`src/rtl/chunk_deserializer.sv`:
```
// Collects CHUNK_WIDTH-bit chunks into a REG_WIDTH-chunk word and presents it
// over a valid/ready handshake. A flush closes a partially filled word early.
module chunk_deserializer #(
    parameter int CHUNK_WIDTH = 8,
    parameter int REG_WIDTH   = 4,
    parameter int SHIFT_DIR   = 0,
    parameter int CNT_W       = $clog2(REG_WIDTH + 1)
) (
    input  logic                                  clk,
    input  logic                                  rst_n,
    input  logic [CHUNK_WIDTH-1:0]                data_i,
    input  logic                                  valid_i,
    output logic                                  ready_o,
    input  logic                                  flush_i,
    output logic [REG_WIDTH-1:0][CHUNK_WIDTH-1:0] data_o,
    output logic [CNT_W-1:0]                      count_o,
    output logic                                  out_valid_o,
    input  logic                                  out_ready_i
);

    // state | meaning
    // FILL  | collecting chunks, word not yet presented
    // HOLD  | word complete (or flushed) and presented until consumed
    typedef enum logic {FILL, HOLD} state_t;

    state_t                                state;
    logic                                  accept;
    logic [REG_WIDTH-1:0][CHUNK_WIDTH-1:0] base_word;
    logic [REG_WIDTH-1:0][CHUNK_WIDTH-1:0] shifted_word;
    logic [CNT_W-1:0]                      base_cnt;
    logic [CNT_W-1:0]                      next_cnt;
    logic                                  close_word;

    assign ready_o = (state == FILL) || out_ready_i;
    assign accept  = valid_i && ready_o;

    // A chunk accepted while in HOLD starts a fresh word, so shift into zero.
    always_comb begin
        base_word    = (state == HOLD) ? '0 : data_o;
        base_cnt     = (state == HOLD) ? '0 : count_o;
        next_cnt     = base_cnt + CNT_W'(1);
        close_word   = (next_cnt == CNT_W'(REG_WIDTH)) || flush_i;
        shifted_word = '0;
        if (SHIFT_DIR == 0) begin
            for (int i = 0; i < REG_WIDTH - 1; i++) shifted_word[i] = base_word[i+1];
            shifted_word[REG_WIDTH-1] = data_i;
        end else begin
            for (int i = 1; i < REG_WIDTH; i++) shifted_word[i] = base_word[i-1];
            shifted_word[0] = data_i;
        end
    end

    always_ff @(posedge clk or negedge rst_n) begin
        if (!rst_n) begin
            state       <= FILL;
            data_o      <= '0;
            count_o     <= '0;
            out_valid_o <= 1'b0;
        end else begin
            case (state)
                FILL: begin
                    if (accept) begin
                        data_o  <= shifted_word;
                        count_o <= next_cnt;
                        if (close_word) begin
                            state       <= HOLD;
                            out_valid_o <= 1'b1;
                        end
                    end else if (flush_i && (count_o != '0)) begin
                        state       <= HOLD;
                        out_valid_o <= 1'b1;
                    end
                end
                HOLD: begin
                    if (out_ready_i) begin
                        if (valid_i) begin
                            data_o  <= shifted_word;
                            count_o <= next_cnt;
                            if (!close_word) begin
                                state       <= FILL;
                                out_valid_o <= 1'b0;
                            end
                        end else begin
                            data_o      <= '0;
                            count_o     <= '0;
                            state       <= FILL;
                            out_valid_o <= 1'b0;
                        end
                    end
                end
                default: begin
                    state       <= FILL;
                    out_valid_o <= 1'b0;
                end
            endcase
        end
    end

endmodule
```
`config.mk`:
```
export PLATFORM = sky130hd
export DESIGN_NAME = chunk_deserializer
export DESIGN_NICKNAME = d
export VERILOG_FILES = /design/src/rtl/chunk_deserializer.sv
export SDC_FILE = /design/constraint.sdc
export NUM_CORES = 1
export LEC_CHECK = 0
export CORE_MARGIN = 5
export CORE_UTILIZATION = 40
export CTS_BUF_LIST = sky130_fd_sc_hd__clkbuf_4 sky130_fd_sc_hd__clkbuf_8
export DETAILED_ROUTE_END_ITERATION = 12
export GPL_ROUTABILITY_DRIVEN = 0
export HOLD_SLACK_MARGIN = 0.15
export PLACE_DENSITY = 0.67
export RECOVER_POWER = 100
export SLEW_MARGIN = 40
export SYNTH_ARGS = -nofsm -noshare
export SYNTH_HDL_FRONTEND = slang
export SYNTH_SLANG_ARGS = --single-unit
```
`constraint.sdc`:
```
create_clock -name clk -period 3.2 [get_ports clk]
set_input_delay 0.64 -clock clk [delete_from_list [all_inputs] [get_ports clk]]
set_output_delay 0.64 -clock clk [all_outputs]
set_load 0.05 [all_outputs]
```
==> key figures, run 1 <==
CTS
  – Number of post-CTS setup repair buffers: 0
  – CTS Buffer Depth: 2
  – Worst skew pair latency: around 0.28 ns
  – CTS tree: yes
  – CTS sink cnt: 37
  – Clk slew on worst S/H paths: about 0.070 ns
  – CTS H-tree lvls: 2
  – CTS Buf Count: 5
  – Cts repair resizes: 0
  – Hold Buf Count CTS: 0
  – CTS root buf: clkbuf_8

Final layout
  – Diodes inserted: 0
  – Fin area: 2160 µm²
  – Nets: 188
  – Layout area overhead: 34.5%
  – Share of layout cells above drive strength 1: roughly 7.5%

Setup path
  – Max FO, Critical Path: 12
  – R2r setup slk: 1.27 ns
  – Setup crit end kind: output pin
  – Worst r2r src: state
  – Startpoint types: input port
  – Worst EP required: 2.56 ns
  – CP arrival: 1.97 ns
  – Worst r2r path cells: 3
  – Worst reg2reg path endpoint: data_o[0]
  – CP Class: input port to output pin

Logic synthesis
  – Seq/Total Area, Yosys: between 50% and 60%
  – Post-synth cell types: 25
  – Synth Cell Area: 1610 µm²
  – Ys flop type: dfrtp_1
  – Top post-synthesis cells by area: dfrtp_1 (58%), a22o_1 (13%), mux2i_1 (5.6%)
  – Share of the synthesized area in the top cell type: 57.5%
  – Synth Instances: 126
  – Synthesized Nets: 141
  – Synthesis Warnings: 0
  – Post-synth EDFFs: 0
  – Synth area leader: dfrtp_1
  – Post-Syn Area per Cell: 12.8 µm²
  – Ys async rst share: 100%
  – Flops & latches, synth: 37

Timing
  – Hold WS: 0.494 ns
  – Period utilization: approximately 80%
  – Slew @ Worst Pin: between 1.5 and 2 ns
  – Setup clock skew after layout: 0.00425 ns
  – Pins Over Slew Limit: 38
  – Sum Neg Setup Slack: 0 ns
  – Final Hold Violating Endpoints: 0
  – Relative slew slack: -29.3%
  – Fmax achieved: around 380 MHz
  – # setup viols final: 0
  – Final min period: between 2 and 3 ns
  – RSZ-0062 raised after global routing: no

Global route
  – Largest net degree at the start of global routing: 38
  – First-pass GRT wire length: ~6000 µm
  – Initial antenna violation count: 0
  – GRT Util Overall: 14.0%
  – Grt ovf: 0
  – Vias in the first global route: 1230

Power
  – Pwr Density: 831 nW/µm²
  – Lkg Pwr: 1.04 nW
  – Peak supply drop: 0.000429 V

Hold path
  – Cell depth of the worst hold path: 1
  – WHS Endpoint: data_o[3]
  – Worst Hold Launch: data_o[3]
  – Hold Path Class: flop to flop

Place
  – PortBufs: 49
  – Hpwl dp: 2420 µm
  – Post-DP Area: 2090 µm²

Outcome
  – Status: finished with violations
  – Failing checks: capacitance limit, slew limit

Detailed routing
  – Post-route ant nets: 0
  – Final wirelength: ~3500 µm
  – Via count: about 1200
  – Wire per inst: roughly 16 µm
  – Starting DRT DRC Count: 69
  – DRC violations left: 0
  – Via density: 5.51
  – TritonRoute pass-1 iters: 4

Floorplanning
  – IO Count: 50
  – Die Span Y: 73.4 µm
  – Core area: 3940 µm²
  – Row Count: 23
  – Initial Util: 40.8%
  – Full die area: 5390 µm²
  – Die W: approximately 73 µm

Run
  – Max Cap Viol: 1
-- state kept, by name (all words and copies together) (netlist names) --
register     flops
data_o          32
count_o          3
out_valid_o      1
state            1
-- cell usage after synthesis, types with 2 or more instances --
| cell | instances |
|---|---|
| o21ai_1 | 11 |
| a22o_1 | 24 |
| mux2i_1 | 9 |
| buf_2 | 5 |
| nor2_1 | 3 |
| nor2b_1 | 2 |
| buf_6 | 4 |
| dfrtp_1 | 37 |
| o21ai_0 | 2 |
| ha_1 | 2 |
| a22oi_1 | 11 |
| inv_1 | 3 |
-- how the worst max path moves through the flow --
stage / from / to / cells past startpoint
after global placement: out_ready_i / ready_o / 4
after detailed placement: out_ready_i / ready_o / 4
after global routing: out_ready_i / ready_o / 4
after CTS: out_ready_i / ready_o / 4
after floorplan: out_ready_i / ready_o / 3
final: out_ready_i / ready_o / 4
-- final cells by class --
class | count | area (µm²)
fillers | 311 | 1780
inverters | 4 | 15.0
flip-flops and latches | 37 | 926
well taps | 50 | 62.6
multi-input cells | 74 | 566
clock buffers | 5 | 68.8
clock inverters | 3 | 17.5
repair buffers | 51 | 509
-- per-layer routing --
| metal | track usage (%) | wire [µm] |
|---|---|---|
| met4 | 7.24 | 18 |
| met5 | 0 | 0 |
| met2 | 20.3 | 1610 |
| met3 | 3.15 | 310 |
| met1 | 19.7 | 1580 |
-- cell usage in the layout, fill, tap and decap left out --
cell / synthesis / final
o311ai_1: 1 / 1
clkinvlp_4: 0 / 1
nor2_1: 3 / 3
buf_4: 0 / 2
a221oi_1: 1 / 1
o21a_1: 1 / 1
a21oi_2: 0 / 1
a21oi_1: 1 / 1
nor2b_1: 2 / 3
nand2b_1: 1 / 1
dlygate4sd3_1: 0 / 38
mux2i_1: 9 / 9
clkdlybuf4s50_1: 0 / 9
clkbuf_1: 1 / 1
dfrtp_1: 37 / 37
ha_1: 2 / 2
and2_0: 0 / 1
nand2_1: 1 / 1
inv_2: 1 / 1
and2b_1: 1 / 1
clkinv_2: 0 / 2
buf_12: 0 / 1
o21ai_1: 11 / 2
o21ai_0: 2 / 11
inv_1: 3 / 3
clkbuf_8: 1 / 5
a22oi_1: 11 / 11
a22o_1: 24 / 24
-- critical path: stages --
cell and delay (ns):
dlygate4sd3_1 0.59, and2b_1 0.49, inv_2 0.09, buf_12 0.16
-- metrics by stage --
step,worst slack [ns],instances,util [%],total power [mW]
2_1_floorplan,1.39,126,-,1.26
3_3_place_gp,0.700,216,53.1,1.54
3_5_place_dp,0.669,216,53.1,1.55
4_1_cts,0.662,224,55.3,1.87
5_1_grt,0.509,224,54.9,1.89
6_report,0.589,224,54.9,1.80
-- power breakdown --
| group | leakage [nW] | switching [mW] | internal, mW |
|---|---|---|---|
| Clock | 0.0439 | 0.165 | 0.150 |
| Sequential | 0.482 | 0.108 | 0.577 |
| Combinational | 0.518 | 0.543 | 0.256 |
| Total | 1.04 | 0.817 | 0.983 |
-- logic make-up (layout without fill, tap and decap cells) --
group / after synthesis / in the layout / share of synthesized area [%]
buf+inv: 15 / 63 / 6.38
mux: 9 / 9 / 5.60
compound gates: 53 / 53 / 25.1
flops: 37 / 37 / 57.5
fa+ha+maj: 2 / 2 / 1.55
simple gates: 10 / 10 / 3.81
Note: power is estimated with default switching activity, not from simulation.
==> inputs of run 2 (changes only) <==
Clock period 3.2 ns to 2.55 ns, I/O delays scaled along.
==> run 2 against run 1 <==
The flow still finishes with violations (capacitance limit, slew limit). Hold slack lost 0.0015 ns. Sequential cell count is the same. Clock power grew 26%. Non-clock buffer count grew 2. Combinational power grew 26%. Sequential power grew 26%. Global-route usage grew 0.50 points. Critical path depth is the same. Cell count grew 0.89%. First-iteration DRC count grew 30%. Critical path type unchanged. Critical endpoint unchanged. Largest power group unchanged.
==> key figures, run 2 (synthesis gave the netlist of run 1 again) <==
Outcome
  – Status: finished with violations
  – Failing checks: capacitance limit, slew limit

Final layout
  – Commonest non-fill, non-tap cells in the layout: dlygate4sd3_1 (38), dfrtp_1 (37), a22o_1 (24), o21ai_0 (11), a22oi_1 (11)
  – Fill cells: 335 (+7.7%)
  – Multi-input logic area: 566 µm² (unchanged)
  – Leading cell type in the layout, fill and taps excluded: dlygate4sd3_1
  – Share of layout cells above drive strength 1: 7.39% (-0.085 points)
  – Diodes inserted: 0 (unchanged)
  – Largest Register: data_o
  – Max reg flops: 32 (unchanged)
  – Fin area: 2180 µm² (+0.52%)
  – Nets: 190 (+1.1%)
  – Final core utilization: 55.2% (+0.29 points)
  – Layout area overhead: 35.2%
  – Biggest regs: data_o (32), count_o (3)
  – FF/Latch Area: 926 µm² (unchanged)

CTS
  – CTS sink cnt: 37 (unchanged)
  – CTS H-tree lvls: 2 (unchanged)
  – CTS Buffer Depth: 2 (unchanged)
  – CTS tree: yes
  – Number of post-CTS setup repair buffers: 0 (unchanged)
  – CTS Buf Count: 5 (unchanged)
  – Clk slew on worst S/H paths: 0.07 ns (about the same)
  – CTS root buf: clkbuf_8
  – Hold Buf Count CTS: 0 (unchanged)
  – Worst skew pair latency: 0.28 ns (about the same)
  – Cts repair resizes: 0 (unchanged)

Detailed routing
  – Wire per inst: 16.0 µm (+1.7%)
  – TritonRoute pass-1 iters: 4 (unchanged)
  – Post-route ant nets: 0 (unchanged)
  – DRC violations left: 0 (unchanged)
  – Starting DRT DRC Count: 90 (+30%)
  – Final wirelength: 3620 µm (+2.6%)
  – Via count: 1243 (+0.65%)
  – Via density: 5.50 (-0.24%)

Timing
  – Fmax achieved: ~470 MHz
  – # setup viols final: 0 (unchanged)
  – Setup clock skew after layout: 0.00442 ns (+0.000170 ns)
  – Relative slew slack: -25.2% (+4.1 points)
  – RSZ-0062 raised after global routing: no
  – Period utilization: 82.9%
  – Final min period: 2.11 ns
  – Slew @ Worst Pin: 1.88 ns (-0.0616 ns)
  – Final Hold Violating Endpoints: 0 (unchanged)
  – Pins Over Slew Limit: 38 (unchanged)
  – Sum Neg Setup Slack: 0 ns (unchanged)

Setup path
  – Max FO, Critical Path: 4 (-8)
  – Worst path slowest cell: dlygate4sd3_1
  – CP Class: input port to output pin
  – Cell family with most CP delay: buffers and inverters
  – CP arrival: 1.60 ns (-0.37 ns)
  – Critical Path, Cell by Cell: dlygate4sd3_1, and2b_1, inv_1, buf_12
  – Largest stage delay on the critical path: 0.63 ns (+0.04 ns)
  – CP Buf/Inv Count: 3 (unchanged)
  – Worst EP required: 2.04 ns (-0.52 ns)
  – Startpoint types: input port
  – Setup crit end kind: output pin

Global route
  – Largest net degree at the start of global routing: 38 (unchanged)
  – Grt ovf: 0 (unchanged)
  – Vias in the first global route: 1249 (+1.5%)
  – First-pass GRT wire length: 6020 µm (+2.6%)
  – GRT Util Overall: 14.5% (+0.50 points)
  – Initial antenna violation count: 0 (unchanged)

Floorplanning
  – Die Span Y: 73.4 µm (unchanged)
  – Core area: 3940 µm² (unchanged)
  – IO Count: 50 (unchanged)
  – Row Count: 23 (unchanged)
  – Initial Util: 40.8% (unchanged)
  – Die W: 73.4 µm (unchanged)
  – Full die area: 5390 µm² (unchanged)

Hold path
  – Hold Path Class: flop to flop

Run
  – Max Cap Viol: 1 (unchanged)

Power
  – Pwr Density: 1040 nW/µm² (+25%)
  – Peak supply drop: 0.000406 V (-5.4%)
  – Lkg Pwr: 1.05 nW (+1.0%)

Place
  – Hpwl dp: 2580 µm (+6.4%)
  – Post-DP Area: 2110 µm² (+0.72%)
  – PortBufs: 49 (unchanged)
## run 2: area by class of cell
| class | count | share of cell area, % |
|---|---|---|
| multi-input cells | 74 | 26.0 |
| well taps | 50 | 2.88 |
| clock inverters | 2 | 0.460 |
| inverters | 4 | 0.690 |
| clock buffers | 6 | 3.51 |
| flip-flops and latches | 37 | 42.6 |
| repair buffers | 53 | 23.9 |
## run 2: worst paths after layout
check,startpoint,slack (ns),depth (start not counted),endpoint
min in group asynchronous,rst_n,0.74,1,data_o[10]
hold / removal,data_o[4],0.49,1,data_o[4]
setup / recovery,out_ready_i,0.44,4,ready_o
setup reg to reg,state,0.66,4,data_o[9]
hold reg to reg,data_o[4],0.49,1,data_o[4]
max in group asynchronous,rst_n,0.73,1,data_o[25]
## run 2: routing by layer
metal / track usage [%] / up-vias / wire length [µm]
li1: - / 571 / -
met2: 21.7 / 48 / 1600
met1: 19.9 / 615 / 1690
met5: 0 / - / 0
met4: 5.23 / 0 / 68
met3: 4.51 / 9 / 261
## run 2: where the power goes
part	total, mW	internal (mW)	leakage [nW]	switching [mW]
clock	0.397	0.200	0.0484	0.197
combinational	1.01	0.325	0.524	0.686
sequential	0.861	0.725	0.482	0.136
## run 2: metrics by stage
stage	cells	worst slack [ns]	power [mW]	hold slack, ns
6_report	226	0.435	2.27	0.492
5_1_grt	226	0.247	2.38	0.531
4_1_cts	226	0.488	2.36	0.336
3_5_place_dp	218	0.491	1.96	0.488
3_3_place_gp	218	0.495	1.94	0.483
2_1_floorplan	126	0.854	1.58	0.214
==> inputs of run 3 (changes only) <==
Settings changed: PLACE_DENSITY 0.67 to 0.7.
Clock period 2.55 ns to 1.8 ns, I/O delays scaled along.
==> run 3 against run 2 <==
The flow now finishes without violations. Critical path depth did not move. Via count rose by 1.3%. Non-clock buffer count rose by 6. Utilization fell by 3.9 points. Combinational power rose by 28%. Die area did not move. Critical path type unchanged. Critical endpoint unchanged. Largest cell class unchanged.
==> key figures, run 3 (synthesis gave the netlist of run 1 again) <==
CTS
  – CTS root buf: clkbuf_8
  – Cts repair resizes: 0 (unchanged)
  – CTS sink cnt: 37 (unchanged)
  – CTS tree: yes
  – CTS Buf Count: 5 (unchanged)
  – Worst skew pair latency: 0.28 ns (about the same)
  – Clk slew on worst S/H paths: 0.07 ns (about the same)
  – CTS H-tree lvls: 2 (unchanged)
  – Number of post-CTS setup repair buffers: 0 (unchanged)
  – CTS Buffer Depth: 2 (unchanged)

Final layout
  – Biggest regs: data_o (32), count_o (3)
  – Final core utilization: 51.3% (-3.9 points)
  – Non-Filler Instances: 232 (+2.7%)
  – Fin area: 2020 µm² (-7.1%)
  – Layout area overhead: 25.7%
  – Share of layout cells above drive strength 1: 11.0% (+3.6 points)
  – Largest Register: data_o
  – Diodes inserted: 0 (unchanged)
  – Multi-input logic area: 576 µm² (+1.8%)
  – Fill cells: 370 (+10%)
  – Leading cell type in the layout, fill and taps excluded: clkbuf_1
  – Commonest non-fill, non-tap cells in the layout: clkbuf_1 (38), dfrtp_1 (37), a22o_1 (24), a22oi_1 (11), clkdlybuf4s50_1 (10)
  – FF/Latch Area: 926 µm² (unchanged)
  – Max reg flops: 32 (unchanged)
  – Nets: 196 (+3.2%)

Detailed routing
  – Final wirelength: 3680 µm (+1.8%)
  – Starting DRT DRC Count: 91 (+1.1%)
  – DRC violations left: 0 (unchanged)
  – Via count: 1259 (+1.3%)
  – Via density: 5.43 (-1.3%)
  – Post-route ant nets: 0 (unchanged)
  – TritonRoute pass-1 iters: 4 (unchanged)
  – Wire per inst: 15.9 µm (-0.86%)

Timing
  – Period utilization: 94.0%
  – Final min period: ~1.7 ns
  – RSZ-0062 raised after global routing: no
  – Hold WS: 0.501 ns (+0.00910 ns)
  – Relative slew slack: 40.8% (+66 points)
  – Setup clock skew after layout: 0.00150 ns (-0.00292 ns)
  – Fmax achieved: just under 600 MHz
  – # setup viols final: 0 (unchanged)
  – Pins Over Slew Limit: 0 (-100%)
  – Slew @ Worst Pin: 0.888 ns (-0.990 ns)
  – Final worst slack: 0.108 ns (-0.327 ns)
  – Sum Neg Setup Slack: 0 ns (unchanged)
  – Final Hold Violating Endpoints: 0 (unchanged)

Place
  – Dpl cells: 223 (+2.3%)
  – PortBufs: 49 (unchanged)
  – Post-DP Area: 2060 µm² (-2.5%)
  – Hpwl dp: 2630 µm (+1.9%)
  – Place WS: 0.0484 ns (-0.443 ns)

Hold path
  – Hold Path Class: flop to flop

Setup path
  – CP arrival: 1.33 ns (-0.27 ns)
  – Setup crit end kind: output pin
  – Max FO, Critical Path: 2 (-2)
  – Startpoint types: input port
  – Worst EP required: 1.44 ns (-0.60 ns)
  – CP Class: input port to output pin

Floorplanning
  – Core area: 3940 µm² (unchanged)
  – Initial Util: 40.8% (unchanged)
  – Die Span Y: 73.4 µm (unchanged)
  – Full die area: 5390 µm² (unchanged)
  – IO Count: 50 (unchanged)
  – Die W: 73.4 µm (unchanged)
  – Row Count: 23 (unchanged)

Power
  – Pwr Density: 1610 nW/µm² (+55%)
  – Lkg Pwr: 0.923 nW (-12%)
  – Clock power frac: 23.0% (+5.5 points)
  – Switching share of total power: 45.0% (+0.11 points)
  – Flop pwr share: 37.4% (-0.5 points)
  – Peak supply drop: 0.000593 V (+46%)
  – Total design power: 3.26 mW (+44%)
  – Logic pwr share: 39.6% (-5.0 points)
  – Sw power: 1.47 mW (+44%)
  – Cell Int Power: 1.79 mW (+44%)

Global route
  – Vias in the first global route: 1237 (-0.96%)
  – Largest net degree at the start of global routing: 38 (unchanged)
  – First-pass GRT wire length: 6200 µm (+3.0%)
  – Grt ovf: 0 (unchanged)
  – Initial antenna violation count: 0 (unchanged)
  – GRT Util Overall: 15.0% (+0.45 points)

Outcome
  – Status: finished, final reports clean

Run
  – Max Cap Viol: 0 (-1)
-- run 3: cell count changes in the layout (fill, tap and decap cells not counted), moves of 2 or more --
cell / before / now
buf_4: 3 / 6
clkbuf_1: 2 / 38
clkbuf_2: 0 / 2
clkinv_2: 2 / 0
dlygate4sd3_1: 38 / 2
o21ai_0: 11 / 6
o21ai_1: 2 / 7
-- run 3: repair_timing --
action	in CTS	in global routing
hold buffers	0	1
hold endpoints to repair	0	37
setup endpoints to repair	0	0
-- run 3: path summary, 6_finish.rpt --
check | endpoint | start | slack [ns] | depth (start not counted)
worst max-delay path | ready_o | out_ready_i | 0.11 | 4
max in group asynchronous | data_o[17] | rst_n | 0.52 | 2
min in group asynchronous | data_o[10] | rst_n | 0.73 | 2
worst max register to register | data_o[17] | state | 0.20 | 4
worst min register to register | data_o[4] | data_o[4] | 0.50 | 1
worst min-delay path | data_o[4] | data_o[4] | 0.50 | 1
-- run 3: power groups by stage --
| stage | Clock, mW | Combinational, mW | Sequential (mW) |
|---|---|---|---|
| after global placement | 0 | 1.47 | 1.23 |
| final | 0.750 | 1.29 | 1.22 |
| after detailed placement | 0 | 1.50 | 1.23 |
| after floorplan | 0 | 0.381 | 1.86 |
| after CTS | 0.770 | 1.50 | 1.22 |
| after global routing | 0.795 | 1.38 | 1.25 |
-- run 3: cell type report --
class	count	area share, %
clock inverter	1	1.49
multi-input combinational	74	28.5
timing repair buffer	59	16.0
sequential	37	45.8
inverter	4	0.743
clock buffer	7	4.46
tap	50	3.09
-- run 3: routing by layer --
metal	share of wire, %	track usage (%)
met4	1.3	4.83
met1	46	20.1
met2	45	23.1
met3	8.0	4.65
met5	0	0
-- run 3: worst max-delay path, cell delays in order --
cell             delay (ns)
clkdlybuf4s50_1        0.48
and2b_1                0.20
inv_2                  0.05
buf_2                  0.25
